==> src/rtl/csc_pkg.sv <==
// Shared defaults and arithmetic helpers for the csc_nxn colour-space converter
// and its per-channel csc_dot sub-module.
package csc_pkg;

    localparam int CSC_CH          = 3;
    localparam int CSC_DATA_WIDTH  = 8;
    localparam int CSC_COEF_WIDTH  = 10;
    localparam int CSC_FRAC_BITS   = 8;
    localparam int CSC_BIAS_WIDTH  = 8;
    localparam int CSC_ID_MAX_BITS = 4096;
    localparam int CSC_CLAMP_BITS  = 64;

    typedef enum logic [1:0] {
        CLAMP_NONE = 2'd0,
        CLAMP_LOW  = 2'd1,
        CLAMP_HIGH = 2'd2
    } clamp_e;

    function automatic int csc_acc_width(int data_width, int coef_width, int ch);
        return data_width + coef_width + $clog2(ch) + 1;
    endfunction

    // Flat CHxCH coefficient vector with 1.0 on the diagonal; callers slice the low bits.
    function automatic logic [CSC_ID_MAX_BITS-1:0] csc_identity(int ch, int coef_width, int frac_bits);
        logic [CSC_ID_MAX_BITS-1:0] id;
        id = '0;
        for (int r = 0; r < ch; r++)
            id[(r * ch + r) * coef_width + frac_bits] = 1'b1;
        return id;
    endfunction

    function automatic clamp_e csc_clamp(logic signed [CSC_CLAMP_BITS-1:0] v, int data_width);
        logic signed [CSC_CLAMP_BITS-1:0] max_val;
        max_val = (64'sd1 <<< data_width) - 64'sd1;
        if (v < 0)
            return CLAMP_LOW;
        else if (v > max_val)
            return CLAMP_HIGH;
        else
            return CLAMP_NONE;
    endfunction

endpackage

==> src/rtl/csc_dot.sv <==
// One output channel of csc_nxn: CH products, row sum with rounding, bias add
// and clamp over three register stages; bypass and bias travel with the data.
module csc_dot
    import csc_pkg::*;
#(
    parameter int CH         = CSC_CH,
    parameter int DATA_WIDTH = CSC_DATA_WIDTH,
    parameter int COEF_WIDTH = CSC_COEF_WIDTH,
    parameter int FRAC_BITS  = CSC_FRAC_BITS,
    parameter int BIAS_WIDTH = CSC_BIAS_WIDTH,
    parameter int ROW        = 0
) (
    input  logic                           clk,
    input  logic                           rst,
    input  logic [CH*COEF_WIDTH-1:0]       coef_row,
    input  logic [BIAS_WIDTH-1:0]          bias,
    input  logic                           bypass,
    input  logic [CH*DATA_WIDTH-1:0]       x,
    output logic [DATA_WIDTH-1:0]          y,
    output logic                           sat
);

    localparam int AW = csc_acc_width(DATA_WIDTH, COEF_WIDTH, CH);
    localparam int PW = DATA_WIDTH + COEF_WIDTH + 1;
    localparam int YW = AW + 1;
    localparam logic signed [AW-1:0] HALF = (FRAC_BITS > 0) ? (AW'(1) << (FRAC_BITS - 1)) : AW'(0);

    logic signed [PW-1:0]         s1_prod [CH];
    logic signed [BIAS_WIDTH-1:0] s1_bias, s2_bias;
    logic                         s1_bypass, s2_bypass;
    logic [DATA_WIDTH-1:0]        s1_raw, s2_raw;
    logic signed [AW-1:0]         s2_rnd;
    logic signed [AW-1:0]         acc;
    logic signed [YW-1:0]         y_full;
    clamp_e                       clamp_sel;

    // NOTE: combinational logic uses blocking '=' so the loop accumulates in order
    // within one evaluation; defaults first keep it latch-free.
    always_comb begin
        acc = HALF;
        for (int c = 0; c < CH; c++)
            acc = acc + AW'(s1_prod[c]);
        y_full    = YW'(s2_rnd) + YW'(s2_bias);
        clamp_sel = csc_clamp(CSC_CLAMP_BITS'(y_full), DATA_WIDTH);
    end

    // NOTE: state uses non-blocking '<=' so every stage samples the previous
    // stage's old value on the same edge; the small product array is reset too,
    // keeping don't-care outputs free of X.
    always_ff @(posedge clk or posedge rst) begin
        if (rst) begin
            for (int c = 0; c < CH; c++)
                s1_prod[c] <= '0;
            s1_bias   <= '0;
            s1_bypass <= 1'b0;
            s1_raw    <= '0;
            s2_rnd    <= '0;
            s2_bias   <= '0;
            s2_bypass <= 1'b0;
            s2_raw    <= '0;
            y         <= '0;
            sat       <= 1'b0;
        end else begin
            for (int c = 0; c < CH; c++)
                s1_prod[c] <= PW'($signed(coef_row[c*COEF_WIDTH +: COEF_WIDTH]))
                            * $signed(PW'(x[c*DATA_WIDTH +: DATA_WIDTH]));
            s1_bias   <= bias;
            s1_bypass <= bypass;
            s1_raw    <= x[ROW*DATA_WIDTH +: DATA_WIDTH];

            s2_rnd    <= acc >>> FRAC_BITS;
            s2_bias   <= s1_bias;
            s2_bypass <= s1_bypass;
            s2_raw    <= s1_raw;

            if (s2_bypass) begin
                y   <= s2_raw;
                sat <= 1'b0;
            end else begin
                case (clamp_sel)
                    CLAMP_LOW:  begin y <= '0; sat <= 1'b1; end
                    CLAMP_HIGH: begin y <= '1; sat <= 1'b1; end
                    default:    begin y <= y_full[DATA_WIDTH-1:0]; sat <= 1'b0; end
                endcase
            end
        end
    end

endmodule

==> src/rtl/csc_nxn.sv <==
// N-channel matrix-multiply-plus-bias colour-space converter with frame-boundary
// double buffering. Optional CSC_SAT_CNT_EN adds a per-frame clamp counter (o_sat_cnt).
module csc_nxn
    import csc_pkg::*;
#(
    parameter int CH         = CSC_CH,
    parameter int DATA_WIDTH = CSC_DATA_WIDTH,
    parameter int COEF_WIDTH = CSC_COEF_WIDTH,
    parameter int FRAC_BITS  = CSC_FRAC_BITS,
    parameter int BIAS_WIDTH = CSC_BIAS_WIDTH
) (
    input  logic                          clk,
    input  logic                          rst,
    input  logic [CH*CH*COEF_WIDTH-1:0]   i_coef,
    input  logic [CH*BIAS_WIDTH-1:0]      i_bias,
    input  logic                          i_bypass,
    input  logic                          i_vs,
    input  logic                          i_hs,
    input  logic                          i_de,
    input  logic [CH*DATA_WIDTH-1:0]      i_x,
    output logic                          o_vs,
    output logic                          o_hs,
    output logic                          o_de,
    output logic [CH*DATA_WIDTH-1:0]      o_y,
    output logic                          o_cfg_upd
`ifdef CSC_SAT_CNT_EN
    ,
    output logic [15:0]                   o_sat_cnt
`endif
);

    localparam logic [CSC_ID_MAX_BITS-1:0]    ID_FULL    = csc_identity(CH, COEF_WIDTH, FRAC_BITS);
    localparam logic [CH*CH*COEF_WIDTH-1:0]   COEF_RESET = ID_FULL[CH*CH*COEF_WIDTH-1:0];

    logic [CH*CH*COEF_WIDTH-1:0] act_coef;
    logic [CH*BIAS_WIDTH-1:0]    act_bias;
    logic                        act_bypass;
    logic                        vs_q;
    logic                        vs_rise;
    logic [2:0]                  sync_pipe [3];
    logic [CH-1:0]               ch_sat;

    // The active set changes at the end of the vs-rise cycle, so that cycle's pixel still sees the old set.
    assign vs_rise = i_vs & ~vs_q;
    assign {o_vs, o_hs, o_de} = sync_pipe[2];

    always_ff @(posedge clk or posedge rst) begin
        if (rst) begin
            act_coef   <= COEF_RESET;
            act_bias   <= '0;
            act_bypass <= 1'b0;
            vs_q       <= 1'b0;
            o_cfg_upd  <= 1'b0;
            for (int i = 0; i < 3; i++)
                sync_pipe[i] <= '0;
        end else begin
            vs_q      <= i_vs;
            o_cfg_upd <= vs_rise;
            if (vs_rise) begin
                act_coef   <= i_coef;
                act_bias   <= i_bias;
                act_bypass <= i_bypass;
            end
            sync_pipe[0] <= {i_vs, i_hs, i_de};
            sync_pipe[1] <= sync_pipe[0];
            sync_pipe[2] <= sync_pipe[1];
        end
    end

    for (genvar r = 0; r < CH; r++) begin : g_row
        csc_dot #(
            .CH         (CH),
            .DATA_WIDTH (DATA_WIDTH),
            .COEF_WIDTH (COEF_WIDTH),
            .FRAC_BITS  (FRAC_BITS),
            .BIAS_WIDTH (BIAS_WIDTH),
            .ROW        (r)
        ) u_dot (
            .clk      (clk),
            .rst      (rst),
            .coef_row (act_coef[r*CH*COEF_WIDTH +: CH*COEF_WIDTH]),
            .bias     (act_bias[r*BIAS_WIDTH +: BIAS_WIDTH]),
            .bypass   (act_bypass),
            .x        (i_x),
            .y        (o_y[r*DATA_WIDTH +: DATA_WIDTH]),
            .sat      (ch_sat[r])
        );
    end

`ifdef CSC_SAT_CNT_EN
    logic [15:0] sat_cnt;
    logic        o_vs_q;
    logic        sat_hit;

    // ch_sat is already forced low in bypass, so only processed pixels count.
    assign sat_hit = o_de & (|ch_sat);

    always_ff @(posedge clk or posedge rst) begin
        if (rst) begin
            sat_cnt   <= '0;
            o_sat_cnt <= '0;
            o_vs_q    <= 1'b0;
        end else begin
            o_vs_q <= o_vs;
            if (o_vs & ~o_vs_q) begin
                o_sat_cnt <= sat_cnt;
                sat_cnt   <= 16'(sat_hit);
            end else if (sat_hit && sat_cnt != 16'hFFFF) begin
                sat_cnt <= sat_cnt + 16'd1;
            end
        end
    end
`else
    logic unused_sat;
    assign unused_sat = |ch_sat;
`endif

endmodule

==> config.mk <==
export PLATFORM = sky130hd
export DESIGN_NAME = csc_nxn
export DESIGN_NICKNAME = d
export VERILOG_FILES = /design/src/rtl/csc_pkg.sv /design/src/rtl/csc_dot.sv /design/src/rtl/csc_nxn.sv
export SDC_FILE = /design/constraint.sdc
export NUM_CORES = 2
export LEC_CHECK = 0
export CORE_MARGIN = 4
export CORE_UTILIZATION = 30
export DETAILED_ROUTE_END_ITERATION = 10
export SYNTH_ARGS = -nofsm -noshare
export SYNTH_HDL_FRONTEND = slang
export SYNTH_SLANG_ARGS = --single-unit
==> constraint.sdc <==
create_clock -name clk -period 46.7 [get_ports clk]
set_input_delay 9.34 -clock clk [delete_from_list [all_inputs] [get_ports clk]]
set_output_delay 9.34 -clock clk [all_outputs]
set_load 0.005 [all_outputs]
Word-level counts from Yosys, hierarchy flattened

Index checks and enable logic that the tools add are counted.

Register bits after elaboration: 458
Bits of input ports: 144
Output and inout port bits: 28
Logic and storage cells: 84

$add $sub $neg: 12
Multiply operators: 9
Magnitude comparators: 6
Equal/unequal tests: 6
Multiplexer cells: 12
Bitwise gates (word level): 2

Operators with widths:

| kind                                                | number |
|---|---|
| multiplier 10 x 9 -> 19 bit                         | 9 |
| adder 20 x 19 -> 21 bit                             | 3 |
| adder 21 x 19 -> 21 bit                             | 3 |
| adder 9 x 19 -> 20 bit, first input constant        | 3 |
| case mux 8 bit (2 select lines)                     | 3 |
| adder 13 x 8 -> 14 bit                              | 3 |
| > comparator 14 x 9 -> 1 bit, second input constant | 3 |
| < comparator 14 x 1 -> 1 bit, second input constant | 3 |
| two-way mux 8 bit                                   | 3 |
| two-way mux 2 bit                                   | 6 |
| == test 2 x 1 -> 1 bit, second input constant       | 3 |
| == test 2 bit, second input constant                | 3 |
| AND 1 bit                                           | 1 |
| inverter 1 bit                                      | 1 |

Longest topological paths before layout

Depth after elaboration: 7
Gate-level depth with buffers: 20
Depth with buffers taken out: 19

Modules after synthesis

From an unflattened synthesis, not the netlist that was laid out.

Cells, all modules: 4,639
Area total of the unflattened synthesis: 47,214.0 µm²

By module, submodules not included:

| module                    | instances | cells each | area an instance (µm²) | sequential area each (µm²) |
|---|---|---|---|---|
| csc_dot at g_row[2].u_dot | 1         | 1,488      | 14,321.2               | 2,827.7 |
| csc_dot at g_row[0].u_dot | 1         | 1,451      | 14,122.3               | 2,827.7 |
| csc_dot at g_row[1].u_dot | 1         | 1,445      | 14,077.3               | 2,827.7 |
| csc_nxn                   | 1         | 255        | 4,693.3                | 3,131.8 |

Worst setup path before layout

Ideal clock, no wire load.

Path kind: input-to-reg
Start: input port i_x[8]
End: register g_row[1].u_dot.s1_prod[37] (netlist bit)
Library setup time: 0.125 ns
Arrival time: 13.540 ns
Required time: 46.575 ns
Slack: 33.035 ns
Cell stages on the path: 19
Buffers on the path: 1
Cells stage by stage: clkbuf_1 nand2_1 fa_1 inv_1 ha_1 ha_1 inv_1 fa_1 inv_1 ha_1 fa_1 a21o_1 a21oi_1 o21bai_1 a31o_2 a311o_1 a31o_2 a21o_1 xnor2_1

Word-level cells in the longest chain between the ends: 1

RTL lines:

| element                        | line          | text |
|---|---|---|
| start: declaration             | csc_nxn.sv:20 | `input logic [CH*DATA_WIDTH-1:0] i_x,` |
| multiplier 10 x 9 -> 19 bit    | csc_dot.sv:66 | `* $signed(PW'(x[c*DATA_WIDTH +: DATA_WIDTH]));` |
| end signal: indexed assignment | csc_dot.sv:65 | `s1_prod[c] <= PW'($signed(coef_row[c*COEF_WIDTH +: COEF_WIDTH]))` |
| end: declaration               | csc_dot.sv:28 | `logic signed [PW-1:0] s1_prod [CH];` |

No other way between the ends.
A chain may end at the register's enable or synchronous reset.

Worst setup path after layout

Start: input port i_x[0]
End: register g_row[1].u_dot.s1_prod[56] (netlist bit)

The elaborated chain is that of the path after synthesis.

==> summary.txt <==
Route
  • Number of vias per cell: 4.45
  • Routed wire length: 106,000 um
  • Antenna viol nets, final: 0
  • Vias: 30,217
  • WL/cell: 15.5 um
  • Drt first pass iters: 7
  • Number of remaining DRC errors: 0
  • Initial DRC Count: 1,315

Clock network
  • Clk sink count: 457
  • Clock Pin Slew Worst Setup and Hold Paths: 0.06 ns
  • Post_cts resized: 0
  • Worst-Skew Late Latency: 0.67 ns
  • TritonCTS Buffers: 56
  • Max H-tree Level: 2
  • Root Driver: clkbuf_16
  • CTS max path bufs: 3
  • CTS tree: yes
  • Setup bufs post-CTS: 0
  • Cts hold-fix bufs: 0

Worst setup path
  • Slowest CP cell: fa_1
  • Stages on worst setup path: 19
  • Critical R2R Capture: g_row[1].u_dot.s1_prod[56]
  • Largest stage delay, worst path: 0.57 ns
  • Crit path max-delay family: adder cells
  • CP Data Required Time: 47.24 ns
  • CP bufs+invs: 6
  • Crit-path cells: clkdlybuf4s50_1, buf_4, nand2_1, fa_1, inv_1, fa_1, inv_1, fa_1, fa_1, inv_1, ha_1, inv_1, o21bai_1, a21oi_1, o21ai_0, a211oi_1, o31ai_1, a21oi_1, xnor2_1
  • RR Startpoint: act_coef[37]
  • Worst reg2reg setup slack: 41.68 ns
  • Critical path launch point type: primary input
  • CP startpoint: i_x[0]
  • CP max FO: 31
  • Reg2reg path depth: 17
  • Kind of critical path: in2reg
  • CP Capture Type: flop
  • Worst setup endpoint: g_row[1].u_dot.s1_prod[56]
  • Arr. time, crit path: 14.51 ns

GRT
  • Antenna violations before repair: 7
  • Gr usage total: 13.4%
  • GR Overflow Total: 0
  • Number of global-route vias before repair: 32,578
  • First-pass GRT wire length: 174,000 um
  • Pin count of the biggest net entering global routing: 160

Timing
  • Final min period: 13.98 ns
  • Unrepaired setup endpoints after global routing: false
  • Max Freq: 71.5 MHz
  • Worst slew pin tran: 1.00 ns
  • Final Max Slew Viols: 0
  • Setup tns final: 0 ns
  • Final setup fails: 0
  • Final Hold Vio Count: 0
  • Slew margin rel.: 33.3%
  • Fin Clk Skew: 0.0426 ns
  • Fin crit share: 29.9%

Synth
  • Compound-Gate Fraction of Synth Area: 6.53%
  • Count of flip-flops with a built-in enable after synthesis: 0
  • Share of the synthesized area in the top cell type: 28.1%
  • Post-Synth Simple-Gate Area: 11.1%
  • Post-Synthesis Net Count: 5,845
  • Main combinational cell family by area after synthesis: adder cells
  • Synth area leaders: fa_1, dfrtp_1, ha_1
  • Post-Syn Area: 0.0464 mm2
  • Register bit total from synthesis: 457
  • Asr flop ratio synth: 100%
  • Commonest cells post-synth: inv_1, fa_1, ha_1
  • Synth cell types: 82
  • Post-Synth Adder-Cell Area: 41.3%
  • Register area share after synthesis: 24.7%
  • Xor-xnor portion of the synthesized cell area: 3.89%
  • Synthesized area per cell: 10.2 um2
  • Synth area leader: fa_1
  • Mux cell area share after synthesis: 2.95%
  • Most numerous cell in the Yosys netlist: inv_1
  • Post-synth top flop: dfrtp_1
  • YS warnings: 0
  • Mapped Cells: 4,561

Die
  • Core area: 0.154 mm2
  • Die X: 401 um
  • Die area: 0.161 mm2
  • Site Rows: 144
  • Io pins: 172
  • Starting Density: 30.2%
  • Die height: 401 um

Flow run
  • Max_cap viols: 0

Cells and area
  • # nets final: 5,976
  • Area Growth Syn to Fin: 13.1%
  • Share of cells above drive strength 1: 6.50%

Status
  • Outcome: completed

Placement
  • HPWL Detailed: 84,300 um
  • Final RePlAce weighted congestion: 0.811
  • IO buf count: 171

Worst hold path
  • Min-delay worst type: reg2reg
## layout by cell type (no fill, tap or decap), types with 56 or more instances in the layout
master and count:
and2_1 376, dfrtp_1 454, mux2_2 115, clkbuf_16 56
a21oi_1 137, inv_1 1057, nor2_1 74, fa_1 651
clkdlybuf4s50_1 170, xnor2_1 159, nand2_1 420, ha_1 489
## final cells by class
class | instances | area [um2]
diodes | 4 | 10.0
clock buffers | 70 | 1510
clock inverters | 35 | 503
fillers | 15536 | 101000
inverters | 1058 | 3980
multi-input cells | 2918 | 30500
flip-flops and latches | 457 | 11400
well taps | 2044 | 2560
repair buffers | 201 | 1940
## cell families after synthesis
kind of cell | Yosys count
AOI/OAI and AO/OA | 423
buffers and inverters | 1186
DFF | 457
and+or+nand+nor | 1027
adders and majority gates | 1140
muxes | 122
xor gates and xnor gates | 206
## metal layers
metal	wire length, um	global-route usage, %
met1	46100	17.4
met2	52200	23.4
met3	4480	1.98
met4	2760	3.54
met5	13	0
## per-stage QoR
step	utilization [%]	hold WS, ns	instances	setup WS (ns)	instance area [um2]
6_report	34.1	0.347	6787	32.72	52500
5_1_grt	34.1	0.353	6783	32.42	52500
4_1_cts	34.1	0.347	6783	32.81	52500
3_5_place_dp	32.8	0.335	6678	32.10	50400
3_3_place_gp	32.8	0.333	6678	32.16	50400
2_1_floorplan	-	0.331	4561	24.62	46400
## how the worst min path moves through the flow
stage | from | end | slack (ns) | depth (start not counted)
2_1_floorplan | g_row[0].u_dot.s1_bias[0] | g_row[0].u_dot.s2_bias[0] | 0.33 | 0
3_3_place_gp | g_row[0].u_dot.s1_raw[3] | g_row[0].u_dot.s2_raw[3] | 0.33 | 0
3_5_place_dp | g_row[0].u_dot.s1_raw[3] | g_row[0].u_dot.s2_raw[3] | 0.33 | 0
4_1_cts | g_row[2].u_dot.s1_raw[7] | g_row[2].u_dot.s2_raw[7] | 0.35 | 0
5_1_grt | g_row[2].u_dot.s1_raw[6] | g_row[2].u_dot.s2_raw[6] | 0.35 | 0
6_report | g_row[0].u_dot.s1_bias[3] | g_row[0].u_dot.s2_bias[3] | 0.35 | 0
## state kept, by name (all words and copies together), names as in the netlist
signal                 count
act_bias                  24
act_bypass                 1
act_coef                  90
g_row.u_dot.s1_bias       24
g_row.u_dot.s1_bypass      1
g_row.u_dot.s1_prod      171
g_row.u_dot.s1_raw        24
g_row.u_dot.s2_bias       24
g_row.u_dot.s2_bypass      1
g_row.u_dot.s2_raw        24
g_row.u_dot.s2_rnd        39
g_row.u_dot.y             24
o_cfg_upd                  1
o_de                       1
o_hs                       1
o_vs                       1
sync_pipe                  6
## worst register-to-register path, stage by stage, from the launching register on
cell and delay [ns]:
dfrtp_1 0.61, nand2_1 0.16, fa_1 0.57, inv_1 0.05, fa_1 0.50, inv_1 0.06, fa_1 0.49, fa_1 0.49
inv_1 0.04, ha_1 0.30, inv_1 0.06, o21bai_1 0.22, a21oi_1 0.13, o21ai_0 0.41, a211oi_1 0.21, o31ai_1 0.29
a21oi_1 0.12, xnor2_1 0.22
Power is left out: the tool's default activity adds up to more than one toggle a clock period on the data nets, which glitch-free logic cannot reach.
